`config.mk`:
```
export PLATFORM = sky130hd
export DESIGN_NAME = wash_cycle_ctrl
export DESIGN_NICKNAME = d
export VERILOG_FILES = /design/src/rtl/wash_cycle_ctrl.sv
export SDC_FILE = /design/constraint.sdc
export NUM_CORES = 1
export LEC_CHECK = 0
export BUFFER_PORTS_ARGS = -buffer_cell sky130_fd_sc_hd__buf_2
export CORE_UTILIZATION = 54
export DETAILED_ROUTE_END_ITERATION = 8
export PLACE_DENSITY = 0.78
export SLEW_MARGIN = 5
export SYNTH_ARGS = -nofsm -noshare
export SYNTH_HDL_FRONTEND = slang
export SYNTH_SLANG_ARGS = --single-unit
```
`constraint.sdc`:
```
create_clock -name clk -period 2.3 [get_ports clk]
set_input_delay 0.46 -clock clk [delete_from_list [all_inputs] [get_ports clk]]
set_output_delay 0.46 -clock clk [all_outputs]
set_load 0.01 [all_outputs]
```
`src/rtl/wash_cycle_ctrl.sv`:
```
// Self-timed washing-machine sequencer: soak, wash, drain/rinse passes and spin,
// with pause/door freeze and an abort path that always drains before idling.
module wash_cycle_ctrl #(
  parameter int TW        = 16,
  parameter int SOAK_LO   = 100,
  parameter int SOAK_HI   = 200,
  parameter int WASH_LO   = 300,
  parameter int WASH_HI   = 500,
  parameter int DRAIN_T   = 50,
  parameter int RINSE_T   = 150,
  parameter int SPIN_T    = 250,
  parameter int RC_W      = 2,
  parameter int MAX_RINSE = 3
) (
  input  logic            clk,
  input  logic            rst,
  input  logic            start,
  input  logic            select,
  input  logic            stop,
  input  logic            pause,
  input  logic            door_closed,
  input  logic [RC_W-1:0] rinse_cnt,
  output logic            idle,
  output logic            soak_low,
  output logic            soak_high,
  output logic            wash_low,
  output logic            wash_high,
  output logic            drain,
  output logic            rinse,
  output logic            spin,
  output logic            busy,
  output logic            door_lock,
  output logic            paused,
  output logic            done,
  output logic [TW-1:0]   remaining,
  output logic [RC_W-1:0] rinse_left
);

  typedef enum logic [2:0] {
    S_IDLE,
    S_SOAK,
    S_WASH,
    S_DRAIN,
    S_RINSE,
    S_SPIN
  } state_t;

  // Timer reload values: a phase of D cycles counts D-1 down to 0.
  localparam logic [TW-1:0]   SOAK_LO_LD = TW'(SOAK_LO - 1);
  localparam logic [TW-1:0]   SOAK_HI_LD = TW'(SOAK_HI - 1);
  localparam logic [TW-1:0]   WASH_LO_LD = TW'(WASH_LO - 1);
  localparam logic [TW-1:0]   WASH_HI_LD = TW'(WASH_HI - 1);
  localparam logic [TW-1:0]   DRAIN_LD   = TW'(DRAIN_T - 1);
  localparam logic [TW-1:0]   RINSE_LD   = TW'(RINSE_T - 1);
  localparam logic [TW-1:0]   SPIN_LD    = TW'(SPIN_T - 1);
  localparam logic [RC_W-1:0] RINSE_CAP  = RC_W'(MAX_RINSE);

  state_t          state_reg, state_next;
  logic [TW-1:0]   remaining_reg, remaining_next;
  logic [RC_W-1:0] rinse_left_reg, rinse_left_next;
  logic            hvy_reg, hvy_next;
  logic            abort_reg, abort_next;
  logic            done_reg, done_next;

  logic            busy_int;
  logic            frozen;
  logic            expired;
  logic            abort_eff;
  logic [RC_W-1:0] rinse_req;

  assign busy_int  = (state_reg != S_IDLE);
  assign frozen    = busy_int && (pause || !door_closed);
  assign expired   = (remaining_reg == '0);
  assign abort_eff = abort_reg || stop;
  assign rinse_req = (rinse_cnt > RINSE_CAP) ? RINSE_CAP : rinse_cnt;

  always_ff @(posedge clk) begin
    if (rst) begin
      state_reg      <= S_IDLE;
      remaining_reg  <= '0;
      rinse_left_reg <= '0;
      hvy_reg        <= 1'b0;
      abort_reg      <= 1'b0;
      done_reg       <= 1'b0;
    end else begin
      state_reg      <= state_next;
      remaining_reg  <= remaining_next;
      rinse_left_reg <= rinse_left_next;
      hvy_reg        <= hvy_next;
      abort_reg      <= abort_next;
      done_reg       <= done_next;
    end
  end

  always_comb begin
    state_next      = state_reg;
    remaining_next  = remaining_reg;
    rinse_left_next = rinse_left_reg;
    hvy_next        = hvy_reg;
    abort_next      = abort_reg;
    done_next       = 1'b0;

    unique case (state_reg)
      S_IDLE: begin
        if (start && door_closed) begin
          state_next      = S_SOAK;
          hvy_next        = select;
          rinse_left_next = rinse_req;
          remaining_next  = select ? SOAK_HI_LD : SOAK_LO_LD;
        end
      end

      // Water is in the drum: an abort must go through a drain first.
      S_SOAK, S_WASH, S_RINSE: begin
        if (stop) begin
          state_next     = S_DRAIN;
          abort_next     = 1'b1;
          remaining_next = DRAIN_LD;
        end else if (!frozen) begin
          if (!expired) begin
            remaining_next = remaining_reg - TW'(1);
          end else if (state_reg == S_SOAK) begin
            state_next     = S_WASH;
            remaining_next = hvy_reg ? WASH_HI_LD : WASH_LO_LD;
          end else begin
            state_next     = S_DRAIN;
            remaining_next = DRAIN_LD;
          end
        end
      end

      S_DRAIN: begin
        abort_next = abort_eff;
        if (!frozen) begin
          if (!expired) begin
            remaining_next = remaining_reg - TW'(1);
          end else if (abort_eff) begin
            state_next      = S_IDLE;
            remaining_next  = '0;
            rinse_left_next = '0;
            abort_next      = 1'b0;
          end else if (rinse_left_reg != '0) begin
            state_next      = S_RINSE;
            rinse_left_next = rinse_left_reg - RC_W'(1);
            remaining_next  = RINSE_LD;
          end else begin
            state_next     = S_SPIN;
            remaining_next = SPIN_LD;
          end
        end
      end

      // The drum is empty while spinning, so an abort can idle immediately.
      S_SPIN: begin
        if (stop) begin
          state_next      = S_IDLE;
          remaining_next  = '0;
          rinse_left_next = '0;
          abort_next      = 1'b0;
        end else if (!frozen) begin
          if (!expired) begin
            remaining_next = remaining_reg - TW'(1);
          end else begin
            state_next      = S_IDLE;
            remaining_next  = '0;
            rinse_left_next = '0;
            abort_next      = 1'b0;
            done_next       = 1'b1;
          end
        end
      end

      default: begin
        state_next     = S_IDLE;
        remaining_next = '0;
      end
    endcase
  end

  assign idle       = (state_reg == S_IDLE);
  assign soak_low   = (state_reg == S_SOAK) && !hvy_reg;
  assign soak_high  = (state_reg == S_SOAK) && hvy_reg;
  assign wash_low   = (state_reg == S_WASH) && !hvy_reg;
  assign wash_high  = (state_reg == S_WASH) && hvy_reg;
  assign drain      = (state_reg == S_DRAIN);
  assign rinse      = (state_reg == S_RINSE);
  assign spin       = (state_reg == S_SPIN);
  assign busy       = busy_int;
  assign door_lock  = busy_int;
  assign paused     = frozen;
  assign done       = done_reg;
  assign remaining  = remaining_reg;
  assign rinse_left = rinse_left_reg;

endmodule

```
==> Word level (Yosys, flattened, before mapping) <==
Index checks and enable logic that the tools add are counted.
{ "classes": {"add_sub_neg": 2, "magnitude_cmp": 1, "eq_ne": 14, "mux": 46, "bitwise_logic": 1, "reduce_logical": 23} }
{ "ops": {"columns": ["op", "n"], "rows": [
  ["16-bit 2-to-1 mux", 9],
  ["16-bit case mux with 4 select lines", 1],
  ["3-bit 2-to-1 mux", 10],
  ["8-bit 2-to-1 mux", 3],
  ["2-bit 2-to-1 mux", 9],
  ["16-bit logical NOT", 1],
  ["16-bit by 1-bit subtractor with 16-bit output, second input constant", 1],
  ["7-bit AND reduction", 2],
  ["3-bit case mux with 4 select lines", 1],
  ["1-bit 2-to-1 mux", 9],
  ["9-bit 2-to-1 mux", 1],
  ["3-bit != test, second input constant", 3],
  ["3-bit nonzero test", 3],
  ["4-bit AND reduction", 2],
  ["7-bit 2-to-1 mux", 1],
  ["3-bit by 2-bit == test with 1-bit output, second input constant", 2],
  ["3-bit == test, second input constant", 2],
  ["1-bit logical AND", 6],
  ["2-bit case mux with 3 select lines", 1],
  ["2-bit by 1-bit != test with 1-bit output, second input constant", 2],
  ["2-bit != test, second input constant", 2],
  ["4-bit OR reduction", 1],
  ["3-bit by 1-bit == test with 1-bit output, second input constant", 1],
  ["3-bit logical NOT", 1],
  ["11 further kinds", 13]
]} }
{ "word_totals": {"regBits": 24, "input_bits": 9, "out_inout_bits": 30} }

==> Logic depth before layout (Yosys ltp) <==
{ "logic_depth": {"word_depth": 6, "mapped_depth": 9, "ltp_nobuf": 8} }

==> Least setup slack after synthesis <==
OpenSTA, ideal clock, no wires.
{ "synth_path": {"path_type": "flip-flop to flip-flop", "from": "reg remaining_reg[0], in the netlist remaining[0]", "to": "reg remaining_reg[0], in the netlist remaining[0]", "setup_time_ns": 0.122, "arrival_time_ns": 1.921, "required_ns": 2.178, "slack_ns": 0.257, "path_stages_with_launch": 10, "period_less_slack_ns": 2.043, "cell_sequence": "dfxtp_1 inv_1 ha_1 nor4b_1 and4_1 buf_2 nor4_1 nor3_1 nor3_1 a221o_1"} }
{ "synth_between": {"elab_chain_cells": 5} }
{ "synth_rtl": {"columns": ["element", "line_no", "rtl"], "rows": [
  ["start, declared", "59", "logic [TW-1:0] remaining_reg, remaining_next;"],
  ["start signal, assigned", "87", "remaining_reg <= remaining_next;"],
  ["16-bit by 1-bit subtractor with 16-bit output / 16-bit logical NOT (equally long branches)", null, null],
  ["16-bit 2-to-1 mux, on equally long branches", "161, 120", null],
  ["16-bit 2-to-1 mux, on equally long branches", "160, 119", null],
  ["16-bit 2-to-1 mux, on equally long branches", "155, 115", null],
  ["16-bit case mux with 4 select lines *", "103", "unique case (state_reg)"]
]} }
Mark *: on every way between the ends. The rest lies on a longest branch, timed or not. The select of a mux whose other input is x is not followed.
A chain may end at the register's enable or synchronous reset.

==> Worst setup path after layout <==
{ "layout_path": {"from": "reg remaining_reg[2], in the netlist remaining[2]", "to": "reg remaining_reg[8], in the netlist remaining[8]"} }
The elaborated chain is that of the path after synthesis.

==> out/summary.txt <==
TIMING
--------------------------------------------------------------------------------------------------------
Fraction of the cycle the final worst path needs ..........................................        94.1%
Number of endpoints failing setup at the final stage ......................................            0
Hold Violations, Final ....................................................................            0
Maximum clock frequency ...................................................................      462 MHz
Hold_ws ...................................................................................     0.450 ns
RSZ-0062 raised after global routing ......................................................        false
Minimum clock period ......................................................................      2.16 ns
Worst setup skew after layout .............................................................    0.0160 ns
Final Slew Violations .....................................................................            0
Worst slew margin relative to its limit ...................................................        64.1%
Worst-Margin Slew .........................................................................     0.533 ns
TNS Setup .................................................................................         0 ns

PLACEMENT
--------------------------------------------------------------------------------------------------------
Post-DP Area .............................................................................. 0.00214 mm^2
Number of cells after detailed placement ..................................................          330
Routability congestion estimate from global placement .....................................        0.921
Count of buffers from port buffering ......................................................           38
Estimated wirelength of the detail-placed design ..........................................      3860 um

GLOBAL ROUTE
--------------------------------------------------------------------------------------------------------
Number of global-route vias before repair .................................................        1,811
Global-route wire length before repair ....................................................      8420 um
Initial antenna violation count ...........................................................            0
All-layer global routing usage ............................................................        31.2%
Overflow left after global routing ........................................................            0
Largest net degree at the start of global routing .........................................           19

POWER AND IR DROP
--------------------------------------------------------------------------------------------------------
Clock power frac ..........................................................................         8.7%
Switching share of total power ............................................................        48.9%
Share of power burned in combinational logic ..............................................        67.2%
Internal power ............................................................................    0.00141 W
Static power due to leakage ...............................................................     0.953 nW
Total chip power ..........................................................................    0.00276 W
Areal power density over the cells ........................................................ 1260 mW/mm^2
Switching power ...........................................................................    0.00135 W
Flop pwr share ............................................................................        24.1%
Maximum vdd drop ..........................................................................     0.730 mV

DIE
--------------------------------------------------------------------------------------------------------
Die Y .....................................................................................      59.9 um
Area of the die ........................................................................... 0.00359 mm^2
Starting utilization of the core area .....................................................        58.0%
Placeable core region ..................................................................... 0.00313 mm^2
Floorplan die width .......................................................................      59.9 um
Number of top-level design ports ..........................................................           39
Placement Rows ............................................................................           20

CRITICAL PATH
--------------------------------------------------------------------------------------------------------
Startpoint Class ..........................................................................     register
Required time worst endpoint ..............................................................      2.56 ns
Highest fanout seen on the critical path ..................................................           10
Startpoint-to-endpoint class of the critical path ......................................... register to register
Critical path arrival .....................................................................      2.42 ns
Sort of element at the end of the critical path ...........................................     register

YOSYS
--------------------------------------------------------------------------------------------------------
Most common flop cell mapped by yosys .....................................................      dfxtp_1
Post-synth top area share .................................................................        26.5%
Netlist cell types ........................................................................           59
Number of enable-type register cells in the synthesized netlist ...........................            0
Mapped cell area .......................................................................... 0.00181 mm^2
Synthesized flop and latch total ..........................................................           24
Synthesized area per cell .................................................................    7.49 um^2
Synthesized netlist net count .............................................................          253
Proportion of synthesized chip area in sequential cells ...................................        26.5%
Yosys top cell by area ....................................................................      dfxtp_1
Yosys warns ...............................................................................            0
Post-Syn Instances ........................................................................          242
Top area cells in the synthesized netlist ................................................. dfxtp_1 27%, nor2_1 6.6%, nand2_1 4.8%, o21ai_0 3.9%, xnor2_1 3.9%
Share of synthesized flip-flops with an asynchronous set or reset .........................           0%

JOB
--------------------------------------------------------------------------------------------------------
Max-capacitance violation count ...........................................................            0

CLOCK NETWORK
--------------------------------------------------------------------------------------------------------
Clock Tree Buf Depth ......................................................................            2
Skew-Pair Late Insertion Delay ............................................................      0.34 ns
TritonCTS buffer count ....................................................................            3
Root Buffer Master ........................................................................     clkbuf_4
Clock tree from TritonCTS .................................................................          yes
Post-CTS Setup Inserts ....................................................................            0
Post-CTS clock slew at the launch and capture registers of the worst setup and hold paths .      0.15 ns
CTS sink count ............................................................................           24
Number of H-tree branching levels .........................................................            1

FINAL LAYOUT
--------------------------------------------------------------------------------------------------------
Fraction of layout cells with a size suffix above 1 .......................................        26.6%
Post-Layout Inst Area ..................................................................... 0.00219 mm^2
Antenna diodes ............................................................................            0
Total number of nets in the final design ..................................................          302
Filler instances ..........................................................................          271
Most used cells in the layout excluding fill and tap cells ................................ 38 x buf_2, 32 x nor2_1, 23 x nand2_1, 23 x dfxtp_1, 20 x buf_4
Most common cell after layout, fill and taps aside ........................................        buf_2
Largest register FFs ......................................................................           16
Non-Filler Instances ......................................................................          334
Syn-to-layout area delta ..................................................................        20.6%

DETAILED ROUTING
--------------------------------------------------------------------------------------------------------
Antenna Nets Post-Route ...................................................................            0
Vias after detailed routing ...............................................................        2,058
Total detailed-routing wirelength .........................................................      5130 um
Detail-routed via count per cell ..........................................................         6.16
Routed len/inst ...........................................................................      15.4 um
Number of DRC markers after the initial detailed-route iteration ..........................          238
DRT Pass-1 Iters ..........................................................................            5
Total DRC errors in the routed layout .....................................................            0

WORST HOLD PATH
--------------------------------------------------------------------------------------------------------
Tightest Hold Check Type .................................................................. input pin to register

RUN STATUS
--------------------------------------------------------------------------------------------------------
Result of the run ......................................................................... finished, final reports clean

## cells by family after synthesis
| kind of cell | after synthesis | synth area share (%) |
|---|---|---|
| multiplexers | 2 | 1.10 |
| buffers and inverters | 25 | 5.80 |
| AO/OA/AOI/OAI | 67 | 26.5 |
| AND/OR/NAND/NOR | 110 | 32.9 |
| adder cells (fa/ha/maj) | 2 | 1.38 |
| XOR/XNOR | 12 | 5.80 |
| flip-flops | 24 | 26.5 |
## repair_timing
item	4_1_cts	5_1_grt
resized for setup	0	2
hold buffers	0	0
setup endpoints to repair	0	2
## cell usage after synthesis, types with 2 or more instances
cell type,instances
inv_1,10
o221ai_1,3
a211oi_1,5
clkbuf_1,6
buf_2,6
nor2_1,32
nor3_1,13
xnor2_1,8
a21oi_1,13
ha_1,2
a22oi_1,2
nand2_1,23
xor2_1,4
dfxtp_1,24
nand3_1,5
a221o_1,2
a21o_1,2
nor4_1,6
o21ai_0,14
nor4b_1,2
nand4_1,3
o21ai_1,3
and3_1,4
or3_1,6
nand3b_1,2
o2111a_1,2
a211oi_2,2
o211ai_1,2
nand2b_1,2
mux2i_1,2
a31oi_1,4
## metrics by stage
stage | utilization (%) | worst slack [ns]
after floorplan | - | 0.257
after global placement | 68.6 | 0.0732
after detailed placement | 68.6 | 0.0450
after CTS | 69.7 | 0.0658
after global routing | 69.9 | 0.0308
final | 69.9 | 0.136
## critical path: stages (launching register included)
cell,delay (ns)
dfxtp_1,0.39
or4_4,0.60
nor3b_4,0.31
nand3_4,0.21
a211oi_1,0.31
a211oi_1,0.09
a21o_1,0.16
## per-layer routing
layer / global-route usage, % / wire [um] / vias up
met2: 48.9 / 2370 / 111
met4: 10.6 / 54 / 0
li1: - / - / 994
met3: 4.55 / 382 / 5
met5: 0 / 0 / -
met1: 43.4 / 2320 / 948
## cell type report
class | instances | area [um^2] | share of cell area [%]
Clock buffer | 4 | 36.3 | 1.66
Inverter | 11 | 41.3 | 1.89
Multi-Input combinational cell | 193 | 1230 | 56.3
Sequential cell | 24 | 482 | 22.0
Tap cell | 44 | 55.1 | 2.52
Timing Repair Buffer | 58 | 340 | 15.6
## power by group through the flow
stage               logic (W)  registers, W  clock network, W
global placement      0.00181      0.000665                 0
global route          0.00204      0.000684          0.000259
CTS                   0.00183      0.000660          0.000241
finish                0.00185      0.000665          0.000239
floorplan             0.00124      0.000704                 0
detailed placement    0.00182      0.000670                 0
## worst paths after layout
kind | cells past startpoint | slack [ns] | end | from
worst max-delay path | 6 | 0.14 | remaining[8]$_SDFFE_PP0P_ | remaining[2]$_SDFFE_PP0P_
worst min-delay path | 2 | 0.45 | state_reg[0]$_SDFFE_PP0P_ | rst
worst max register to register | 6 | 0.14 | remaining[8]$_SDFFE_PP0P_ | remaining[2]$_SDFFE_PP0P_
worst min register to register | 2 | 0.52 | rinse_left[0]$_SDFFE_PP0P_ | rinse_left[0]$_SDFFE_PP0P_
No activity file was read; power rests on OpenSTA's default activity.
